<file path="src/rtl/mult_div_pkg.sv">
// rtl/mult_div_pkg.sv - shared types and constants for the sequential multiply/divide unit
package mult_div_pkg;

  localparam int DEF_WIDTH  = 32;
  localparam int ITERATIONS = DEF_WIDTH;

  typedef enum logic [1:0] {
    IDLE     = 2'd0,
    MULT_RUN = 2'd1,
    DIV_RUN  = 2'd2,
    DONE     = 2'd3
  } state_t;

endpackage

</file>
<file path="src/rtl/mult_div.sv">
// rtl/mult_div.sv - signed shift-add multiplier and restoring divider answering the control unit's ctrl/end handshake
module mult_div
  import mult_div_pkg::*;
#(
  parameter int WIDTH = DEF_WIDTH
) (
  input  logic             clock,
  input  logic             reset,
  input  logic             mult_ctrl,
  input  logic             div_ctrl,
  input  logic [WIDTH-1:0] a,
  input  logic [WIDTH-1:0] b,
  output logic [WIDTH-1:0] hi,
  output logic [WIDTH-1:0] lo,
  output logic             mult_end,
  output logic             div_end,
  output logic             div_zero
);

  localparam int CW = $clog2(WIDTH);

  state_t               state, next_state;
  logic [CW-1:0]        cnt;
  logic [2*WIDTH-1:0]   acc, acc_step;
  logic [WIDTH-1:0]     mag;
  logic                 neg_hi, neg_lo, op_div, dz;
  logic                 last, active_ctrl;
  logic [WIDTH-1:0]     a_mag, b_mag, res_hi, res_lo;
  logic [WIDTH:0]       add_sum, shifted;
  logic [WIDTH+1:0]     diff;
  logic                 fits;

  assign a_mag       = a[WIDTH-1] ? -a : a;
  assign b_mag       = b[WIDTH-1] ? -b : b;
  assign active_ctrl = op_div ? div_ctrl : mult_ctrl;
  assign last        = (cnt == CW'(WIDTH - 1));

  // acc holds {partial product, multiplier} for a multiply and {remainder, quotient} for a divide
  always_comb begin
    add_sum  = {1'b0, acc[2*WIDTH-1:WIDTH]} + {1'b0, mag & {WIDTH{acc[0]}}};
    shifted  = {acc[2*WIDTH-1:WIDTH], acc[WIDTH-1]};
    diff     = {1'b0, shifted} - {2'b00, mag};
    fits     = ~|diff[WIDTH+1:WIDTH];
    acc_step = {add_sum, acc[WIDTH-1:1]};
    if (op_div) begin
      if (fits) acc_step = {diff[WIDTH-1:0], acc[WIDTH-2:0], 1'b1};
      else      acc_step = {shifted[WIDTH-1:0], acc[WIDTH-2:0], 1'b0};
    end
  end

  always_comb begin
    res_hi = acc_step[2*WIDTH-1:WIDTH];
    res_lo = acc_step[WIDTH-1:0];
    if (op_div) begin
      if (neg_hi) res_hi = -acc_step[2*WIDTH-1:WIDTH];
      if (neg_lo) res_lo = -acc_step[WIDTH-1:0];
    end else if (neg_lo) begin
      {res_hi, res_lo} = -acc_step;
    end
  end

  always_ff @(posedge clock or posedge reset) begin
    if (reset) state <= IDLE;
    else       state <= next_state;
  end

  always_comb begin
    next_state = state;
    case (state)
      IDLE: begin
        if (mult_ctrl)     next_state = MULT_RUN;
        else if (div_ctrl) next_state = (b == '0) ? DONE : DIV_RUN;
      end
      MULT_RUN, DIV_RUN: begin
        if (!active_ctrl) next_state = IDLE;
        else if (last)    next_state = DONE;
      end
      DONE: begin
        if (!active_ctrl) next_state = IDLE;
      end
      default: next_state = IDLE;
    endcase
  end

  // end flags rise one edge after DONE is entered, so a zero divisor answers one cycle after acceptance
  always_ff @(posedge clock or posedge reset) begin
    if (reset) begin
      cnt      <= '0;
      acc      <= '0;
      mag      <= '0;
      neg_hi   <= 1'b0;
      neg_lo   <= 1'b0;
      op_div   <= 1'b0;
      dz       <= 1'b0;
      hi       <= '0;
      lo       <= '0;
      mult_end <= 1'b0;
      div_end  <= 1'b0;
      div_zero <= 1'b0;
    end else begin
      case (state)
        IDLE: begin
          cnt <= '0;
          if (mult_ctrl) begin
            acc    <= {{WIDTH{1'b0}}, b_mag};
            mag    <= a_mag;
            neg_lo <= a[WIDTH-1] ^ b[WIDTH-1];
            neg_hi <= a[WIDTH-1] ^ b[WIDTH-1];
            op_div <= 1'b0;
            dz     <= 1'b0;
          end else if (div_ctrl) begin
            acc    <= {{WIDTH{1'b0}}, a_mag};
            mag    <= b_mag;
            neg_lo <= a[WIDTH-1] ^ b[WIDTH-1];
            neg_hi <= a[WIDTH-1];
            op_div <= 1'b1;
            dz     <= (b == '0);
          end
        end
        MULT_RUN, DIV_RUN: begin
          if (!active_ctrl) begin
            cnt <= '0;
          end else begin
            acc <= acc_step;
            cnt <= cnt + 1'b1;
            if (last) begin
              hi  <= res_hi;
              lo  <= res_lo;
              cnt <= '0;
            end
          end
        end
        DONE: begin
          if (active_ctrl) begin
            mult_end <= ~op_div;
            div_end  <= op_div;
            div_zero <= dz;
          end else begin
            mult_end <= 1'b0;
            div_end  <= 1'b0;
            div_zero <= 1'b0;
          end
        end
        default: cnt <= '0;
      endcase
    end
  end

endmodule

</file>
<file path="config.mk">
export PLATFORM = sky130hd
export DESIGN_NAME = mult_div
export DESIGN_NICKNAME = d
export VERILOG_FILES = /design/src/rtl/mult_div_pkg.sv /design/src/rtl/mult_div.sv
export SDC_FILE = /design/constraint.sdc
export NUM_CORES = 1
export LEC_CHECK = 0
export BUFFER_PORTS_ARGS = -buffer_cell sky130_fd_sc_hd__buf_2
export CORE_MARGIN = 1
export CORE_UTILIZATION = 50
export CTS_CLUSTER_SIZE = 25
export DETAILED_ROUTE_END_ITERATION = 10
export GPL_ROUTABILITY_DRIVEN = 0
export HOLD_SLACK_MARGIN = 0.03
export PLACE_DENSITY_LB_ADDON = 0.3
export SLEW_MARGIN = 40
export SYNTH_ARGS = -nofsm -noshare
export SYNTH_HDL_FRONTEND = slang
export SYNTH_SLANG_ARGS = --single-unit
export TNS_END_PERCENT = 20
</file>
<file path="constraint.sdc">
create_clock -name clock -period 6.5 [get_ports clock]
set_input_delay 1.95 -clock clock [delete_from_list [all_inputs] [get_ports clock]]
set_output_delay 1.95 -clock clock [all_outputs]
set_load 0.01 [all_outputs]
</file>
* Word level (Yosys, flattened, before mapping)
Index checks and enable logic that the tools add are counted.
** Storage, ports and cells
- Flip-flop bits (word level) :: 174
- Logic and storage cells :: 80
- Output and inout port bits :: 67
** Cells by class
- Muxes and demuxes :: 38
- Add/subtract/negate cells :: 8
- Bitwise gates (word level) :: 3
- Reduce and logical (&&, ||, !) cells :: 10
- Equal/unequal tests :: 8
** Operator list (number)
- two-way mux 32 bit :: 10
- two-way mux 64 bit :: 5
- negator 32 bit :: 4
- one-hot mux 64 bit (2 select lines) :: 1
- negator 64 bit :: 1
- subtractor 33 x 32 -> 34 bit :: 1
- adder 32 x 32 -> 33 bit :: 1
- AND 32 bit :: 1
- logical NOT 32 bit :: 1
- two-way mux 1 bit :: 13
- two-way mux 2 bit :: 5
- two-way mux 5 bit :: 2
- one-hot mux 5 bit (2 select lines) :: 1
- AND reduction 3 bit :: 3
- != test 3 bit (second input constant) :: 2
- one-hot mux 2 bit (3 select lines) :: 1
- adder 5 x 1 -> 5 bit (second input constant) :: 1
- == test 5 bit (second input constant) :: 1
- == test 2 bit (second input constant) :: 2
- != test 2 bit (second input constant) :: 2
- nonzero test 2 bit :: 2
- OR reduction 2 bit :: 2
- == test 2 x 1 -> 1 bit (second input constant) :: 1
- logical NOT 2 bit :: 1
- 3 further kinds :: 3

* Depth between registers and ports, before layout
Gate-level depths: netlist of the first run.
- Depth in word-level cells :: 7
- Gate-level depth with buffers :: 21
- Depth with buffers taken out :: 20

* Least setup slack after synthesis of the first run
OpenSTA, ideal clock, no wires.
- Path kind :: in2reg
- Start :: input a[9]
- End :: register acc[29]
- Path buffers :: 0
- Stages :: 12
- Setup slack :: 1.774 ns
- Arrival :: 4.600 ns
- Path through :: or4_1 or3_1 or3_1 nor2_1 nand2_1 or4_1 nor3_1 nor2_1 xor2_1 nor2_1 a211oi_1 a221o_1
** On the way
- Longest elaborated chain between the ends :: 5
** RTL lines
- start, declared :: line mult_div.sv:11 : input logic [WIDTH-1:0] a,
- negator 32 bit :: line mult_div.sv:33 : assign a_mag = a[WIDTH-1] ? -a : a;
- two-way mux 32 bit :: line mult_div.sv:33
- two-way mux 64 bit :: line mult_div.sv:111 : end else if (div_ctrl) begin
- two-way mux 64 bit :: line mult_div.sv:104 : if (mult_ctrl) begin
- one-hot mux 64 bit (2 select lines) :: line mult_div.sv:101 : case (state)
- end signal, assigned :: line mult_div.sv:105 : acc <= {{WIDTH{1'b0}}, b_mag};
- end signal, assigned :: line mult_div.sv:112 : acc <= {{WIDTH{1'b0}}, a_mag};
- end signal, assigned :: line mult_div.sv:124 : acc <= acc_step;
- end, declared :: line mult_div.sv:24 : logic [2*WIDTH-1:0] acc, acc_step;
Every way passes these cells. The select of a mux whose other input is x is not followed.
A chain may end at the register's enable or synchronous reset.

* Worst setup path after layout of the first run
- Start :: register acc[0]
- End :: register hi[31]
** On the way
- Longest elaborated chain between the ends :: 6
- Elaborated cells between the ends (all ways) :: 9
- Those cells by class :: add/sub: 3; mux: 5; bitwise: 1
** RTL lines
- AND 32 bit :: line mult_div.sv:40 : add_sum = {1'b0, acc[2*WIDTH-1:WIDTH]} + {1'b0, mag & {WIDTH{acc[0]}}};
- adder 32 x 32 -> 33 bit :: line mult_div.sv:40
- two-way mux 64 bit (*) :: line mult_div.sv:45 : if (op_div) begin
- negator 64 bit or negator 32 bit (tied branches) :: line mult_div.sv:58, mult_div.sv:55
- two-way mux 32 bit (on tied branches) :: line mult_div.sv:57, mult_div.sv:55
- two-way mux 32 bit (*) :: line mult_div.sv:54 : if (op_div) begin
- end signal, assigned :: line mult_div.sv:127 : hi <= res_hi;
- end, declared :: line mult_div.sv:13 : output logic [WIDTH-1:0] hi,
Mark *: on every way between the ends. The rest lies on a longest branch, timed or not.

==> impl_results.md, run 1 <==
* Area Overhead vs Synth at 10.4%
* Via Count at 15,778
* Arrival time worst endpoint at 5940 ps
* Die Y-Extent at 178 µm
* Final wirelength at 51,300 µm
* Post-synthesis adder-cell area fraction at 0.0616
* Post-Synth Simple-Gate Area at 0.209
* Unrepaired setup endpoints after global routing: false
* Yosys warns at 0
* Share of flip-flops with an asynchronous set or reset at 1.00
* Slew Limit Fails at 0
* Setup TNS at 0 ps
* DRT iter0 DRCs at 1,485
* Post-synth EDFFs at 0
* Final Skew at 18.3 ps
* Core Region at 30,500 µm²
* Pwr Density at 520 nW/µm²
* Netlist cell types at 104
* Syn nets at 2,080
* HPWL Detailed at 38,500 µm
* ANT nets after route at 0
* # DRC at 0
* # nets final at 2,154
* Seq cells post-synth at 174
* Final Util at 0.560
* Status: finished clean
* Ys flop type: dfrtp_1
* IO Pins at 135
* Worst hold path type: reg2reg
* Main combinational cell family by area after synthesis: compound AO/OA/AOI/OAI gates
* Crit path launch type: flip-flop
* Post-synthesis xor/xnor area fraction at 0.0865
* Post-synthesis mux area share at 0.0368
* TritonCTS clock tree: built
* Largest net degree at the start of global routing at 102
* Synth Area in Compound Gates at 0.274
* # Max-Cap Violations at 0
* # placed instances at 2,388
* WS Path Type: reg2reg
* Peak VDD IR at 0.000568 V
* Post-CTS Setup Inserts at 0
* Setup violations, final at 0
* Clk Latency, worst-skew pair at 460 ps
* Peak fanout along the critical path at 20
* Die Area at 31,700 µm²
* Clock Sink Count at 174
* Post-CTS Resized at 0
* Grt ovf at 0
* Static leakage at 7.67 nW
* Floorplan die width at 178 µm
* Final Cycle Share at 0.859
* CP required at 6850 ps
* Ratio of cells with drive above 1 in the final layout at 0.139
* Finished Layout Cells at 2,421
* Initial Utilization at 0.508
* Sequential area share after synthesis at 0.281
* Fin crit period at 5580 ps
* First-pass GRT wire length at 80,500 µm
* Endpoints failing hold at 0
* Worst slew margin at 0.423
* Bufs on Longest Clock Path at 2
* Drt pass-1 iters at 6
* Synth Area per Inst at 7.99 µm²
* Global Route Usage Sum at 0.327
* DR vias/cell at 6.52
* Vias in the first global route at 14,603
* Post-Syn Instances at 1,937
* Wire per inst at 21.2 µm
* Worst hold slack at 478 ps
* Max Clock Freq at 179 MHz
* Total Power at 8.89 mW
* Worst-path clk slew at 80 ps
* Post-synthesis cell area at 15,500 µm²
* Hold Buf Count CTS at 0
* Root Driver: clkbuf_16
* Critical path endpoint category: flip-flop
* PortBufs at 134
* # H-tree levels at 4
* Rows at 64
* Slew @ Worst Pin at 864 ps
* Initial antenna violation count at 1
* Total CTS buffers at 17
[metal layers]
| metal | up-vias | wire [µm] | GRT usage |
|---|---|---|---|
| met5 | - | 0 | 0 |
| met4 | 0 | 3100 | 0.177 |
| met3 | 184 | 4570 | 0.0590 |
| met2 | 859 | 23200 | 0.523 |
| met1 | 7507 | 20500 | 0.419 |
| li1 | 7228 | - | - |
[synthesized netlist by cell type (44+ instances only)]
cell type  number  area (µm²)
a22o_1         44         385
nor3_1         54         270
o21ai_0       181         906
nor2_1        106         398
xnor2_1        91         797
a21oi_1       108         541
ha_1           73         913
nand2_1       271        1020
clkbuf_1       73         274
xor2_1         62         543
inv_1          78         293
dfrtp_1       174        4350
[worst paths after layout]
check / start / to / slack [ps] / cells past startpoint
worst max-delay path: acc[0] / hi[31] / 920 / 18
worst min-delay path: hi[25] / hi[25] / 480 / 2
worst max register to register: acc[0] / hi[31] / 920 / 18
worst min register to register: hi[25] / hi[25] / 480 / 2
max in group asynchronous: reset / op_div / 3970 / 5
min in group asynchronous: reset / hi[29] / 1720 / 4
[power by group]
part	switching (mW)	internal, mW
clock	0.552	0.524
combinational	3.81	2.22
sequential	0.428	1.35
total	4.79	4.10
[registers in the layout, indices dropped and copies added (netlist names)]
| name | count |
|---|---|
| hi | 32 |
| acc | 64 |
| div_zero | 1 |
| lo | 32 |
| dz | 1 |
| mult_end | 1 |
| cnt | 5 |
| neg_hi | 1 |
| neg_lo | 1 |
| state | 2 |
| op_div | 1 |
| mag | 32 |
| div_end | 1 |
[area by class of cell]
type	instances	area, µm²
diodes	1	2.50
clock buffers	17	425
clock inverters	15	189
fillers	2824	13400
inverters	79	300
multi-input cells	1577	10400
flip-flops and latches	174	4360
well taps	396	495
repair buffers	162	933
[cell usage in the layout (no fill, tap or decap), types with 12 or more instances in the layout]
| cell type | count |
|---|---|
| a31oi_1 | 26 |
| buf_4 | 25 |
| mux2_2 | 16 |
| or3_1 | 13 |
| nand3_1 | 43 |
| nor4_1 | 20 |
| nor2_1 | 104 |
| o21a_1 | 13 |
| xnor2_1 | 91 |
| clkbuf_16 | 17 |
| nand2_1 | 269 |
| o211ai_1 | 15 |
| o21ai_1 | 22 |
| ha_1 | 73 |
| o221ai_1 | 23 |
| o31ai_1 | 31 |
| nand2b_1 | 24 |
| o21ai_0 | 181 |
| a21oi_1 | 108 |
| xor2_1 | 62 |
| nand4_1 | 15 |
| and2_1 | 40 |
| buf_2 | 134 |
| nor3_1 | 54 |
| a21o_1 | 28 |
| a211oi_1 | 18 |
| inv_1 | 77 |
| nor2b_1 | 12 |
| mux2i_1 | 35 |
| a22o_1 | 44 |
| dfrtp_1 | 173 |
[cell families (layout without fill, tap and decap cells)]
kind of cell / count (synthesis) / count (layout)
AND/OR/NAND/NOR: 667 / 667
AO/OA/AOI/OAI: 628 / 628
buffers and inverters: 186 / 273
flip-flops: 174 / 174
XOR/XNOR: 153 / 153
adder cells (fa/ha/maj): 75 / 75
multiplexers: 54 / 54
other: 0 / 1
[metrics by stage]
| stage | worst slack [ps] | area [µm²] |
|---|---|---|
| after floorplan | 1770 | 15500 |
| after global placement | 824 | 16400 |
| after detailed placement | 991 | 16500 |
| after CTS | 991 | 17100 |
| after global routing | 554 | 17100 |
| final | 919 | 17100 |
[worst max-delay path, cell delays in order (launching register included)]
cell and delay, ps:
dfrtp_1 720, and2_1 210, ha_1 170, inv_1 60, fa_1 380, nand2b_1 190
a21oi_1 250, o21ai_0 340, a2111oi_0 620, buf_4 230, nor3_1 80, o31ai_1 460
a31oi_1 180, xor2_1 170, a21oi_1 660, nor2_1 180, a41oi_1 300, nor4_1 80
o31ai_1 190
Note: power is estimated with default switching activity, not from simulation.
==> run 2, diff against run 1 <==
--- a/config.mk
+++ b/config.mk
@@ -7,11 +7,13 @@
 export LEC_CHECK = 0
 export BUFFER_PORTS_ARGS = -buffer_cell sky130_fd_sc_hd__buf_2
 export CORE_MARGIN = 1
-export CORE_UTILIZATION = 50
+export CORE_UTILIZATION = 57
+export CTS_BUF_LIST = sky130_fd_sc_hd__clkbuf_4
 export CTS_CLUSTER_SIZE = 25
 export DETAILED_ROUTE_END_ITERATION = 10
 export GPL_ROUTABILITY_DRIVEN = 0
 export HOLD_SLACK_MARGIN = 0.03
+export MAX_ROUTING_LAYER = met4
 export PLACE_DENSITY_LB_ADDON = 0.3
 export SLEW_MARGIN = 40
 export SYNTH_ARGS = -nofsm -noshare
==> impl_results.md, run 2 (synthesis results as in run 1) <==
* Status: finished clean
* Final Cycle Share at 0.842 (-0.0165)
* Worst slew margin at 0.435 (+0.0117)
* IO Pins at 135 (unchanged)
* HPWL Detailed at 37,200 µm (-3.5%)
* Biggest register: acc
* Pwr Density at 505 nW/µm² (-2.9%)
* Hold Buf Count CTS at 0 (unchanged)
* P_sw at 4.67 mW (-2.4%)
* Clk Latency, worst-skew pair at 640 ps (+180 ps)
* Reg-to-Reg Start: acc[31]
* Peak fanout along the critical path at 13 (-35%)
* Hold Crit Start: lo[11]
* Hold Path Depth at 2 (unchanged)
* Sequential share of power at 0.210 (+0.009)
* # H-tree levels at 4 (unchanged)
* Combinational cell fraction of total power at 0.708 (+0.030)
* # DRC at 0 (unchanged)
* Setup violations, final at 0 (unchanged)
* Max Clock Freq at 183 MHz (+2.0%)
* Bufs on Longest Clock Path at 2 (unchanged)
* Rows at 59 (-7.8%)
* Final worst slack at 1030 ps (+107 ps)
* # placed instances at 2,328 (-2.5%)
* Critical path endpoint category: flip-flop
* FF/Latch Area at 4360 µm² (about the same)
* WS Path Type: reg2reg
* Final Util at 0.635 (+0.0744)
* Fin crit period at 5470 ps (-107 ps)
* Total Power at 8.45 mW (-4.9%)
* Drt pass-1 iters at 6 (unchanged)
* Endpoints failing hold at 0 (unchanged)
* Worst-path clk slew at 200 ps (+120 ps)
* Slew @ Worst Pin at 842 ps (-21.5 ps)
* Die Y-Extent at 167 µm (-6.3%)
* Met2 usage at 0.570 (+0.0464)
* Wire per inst at 20.6 µm (-3.0%)
* Via Count at 15,473 (-1.9%)
* Worst hold path type: reg2reg
* Unrepaired setup endpoints after global routing: false
* DR vias/cell at 6.55 (+0.56%)
* Post-route cell area at 16,700 µm² (-2.2%)
* Fill cell count at 2,296 (-19%)
* Most common cell after layout, fill and taps aside: nand2_1
* Global Route Usage Sum at 0.365 (+0.0372)
* Static leakage at 7.53 nW (-1.7%)
* R2r endpoint: hi[24]
* Final Skew at 41.9 ps (+23.6 ps)
* DRT iter0 DRCs at 1,743 (+17%)
* Internal power at 3.78 mW (-7.9%)
* Clock Power Share at 0.082 (-0.039)
* Die Area at 27,800 µm² (-12%)
* Finished Layout Cells at 2,361 (-2.5%)
* Met3 GRT Util at 0.0459 (-0.0132)
* Post-CTS Resized at 0 (unchanged)
* CP required at 7050 ps (+200 ps)
* PortBufs at 134 (unchanged)
* Arrival time worst endpoint at 6020 ps (+80 ps)
* Floorplan die width at 167 µm (-6.3%)
* Post-CTS Setup Inserts at 0 (unchanged)
* Net Sw Frac at 0.553 (+0.0144)
* Setup TNS at 0 ps (unchanged)
* Met1 Use GR at 0.455 (+0.0355)
* TritonCTS clock tree: built
* FF-to-FF path depth at 22 (+4)
* Hold endpoint: lo[11]
* Ratio of cells with drive above 1 in the final layout at 0.139 (+0.000425)
* Crit path launch type: flip-flop
* Max reg flops at 64 (unchanged)
* Area Overhead vs Synth at 8.02%
* Place WS at 1160 ps (+166 ps)
* ANT nets after route at 0 (unchanged)
* Grt ovf at 0 (unchanged)
* Most frequent cells in the layout: 269 x nand2_1, 181 x o21ai_0, 172 x dfrtp_1
* Final wirelength at 48,600 µm (-5.4%)
* Core Region at 26,400 µm² (-14%)
* Flop2flop setup slack at 1030 ps (+110 ps)
* Multi-input logic area at 10,400 µm² (-0.12%)
* Worst hold slack at 491 ps (+13.1 ps)
* Peak VDD IR at 0.000377 V (-34%)
* # nets final at 2,155 (+0.046%)
* Slew Limit Fails at 0 (unchanged)
* Busiest layer in global routing: met2
* Clock Sink Count at 174 (unchanged)
* Placed Area at 16,400 µm² (-0.48%)
* Largest net degree at the start of global routing at 97 (-4.9%)
* Vias in the first global route at 14,604 (+0.0068%)
* Initial antenna violation count at 2 (+1)
* Root Driver: clkbuf_4
* # Max-Cap Violations at 0 (unchanged)
* Initial Utilization at 0.588 (+0.0800)
* First-pass GRT wire length at 78,000 µm (-3.1%)
* Total CTS buffers at 17 (unchanged)
-- run 2: layer usage --
metal  routed length [µm]  vias to the layer above  part of all wire
li1                     -                     7217                 -
met1                19400                     7296              0.40
met2                22000                      790              0.45
met3                 4000                      170             0.082
met4                 3150                        0             0.065
met5                    0                        -                 0
-- run 2: power by group through the flow --
stage,sequential [mW],clock (mW),combinational (mW)
floorplan,1.55,0,4.50
global placement,1.81,0,5.61
detailed placement,1.78,0,5.80
CTS,1.75,0.701,5.83
global route,1.80,0.741,6.45
finish,1.77,0.695,5.98
-- run 2: worst max-delay path by stage --
stage / startpoint / endpoint / slack (ps) / cells after the start
3_5_place_dp: acc[31] / hi[24] / 1160 / 22
3_3_place_gp: acc[31] / hi[24] / 1290 / 22
2_1_floorplan: a[9] / acc[29] / 1770 / 12
6_report: acc[31] / hi[24] / 1030 / 22
4_1_cts: acc[31] / hi[24] / 1170 / 22
5_1_grt: acc[31] / hi[24] / 730 / 22
-- run 2: layout make-up --
class                      count  area share
clock buffer                  17     0.00763
tap                          335      0.0251
inverter                      79      0.0180
timing repair buffer         163      0.0558
multi-input combinational   1577       0.620
antenna                        1    0.000150
sequential                   174       0.261
clock inverter                15      0.0123
-- run 2: worst max-delay path, cell delays in order (launching register included) --
cell and delay, ps:
dfrtp_1 450, inv_1 60, ha_1 220, fa_1 390, nand2b_1 200, a21o_2 260
a211o_1 340, a21oi_4 230, mux2i_1 130, buf_4 230, a41oi_1 220, buf_4 200
ha_1 220, o21ai_0 130, nor3_1 280, and3_1 300, nand3_1 220, nor2_1 620
nor2_1 100, nor4_2 210, a31o_1 200, xnor2_1 120, o21ai_1 70
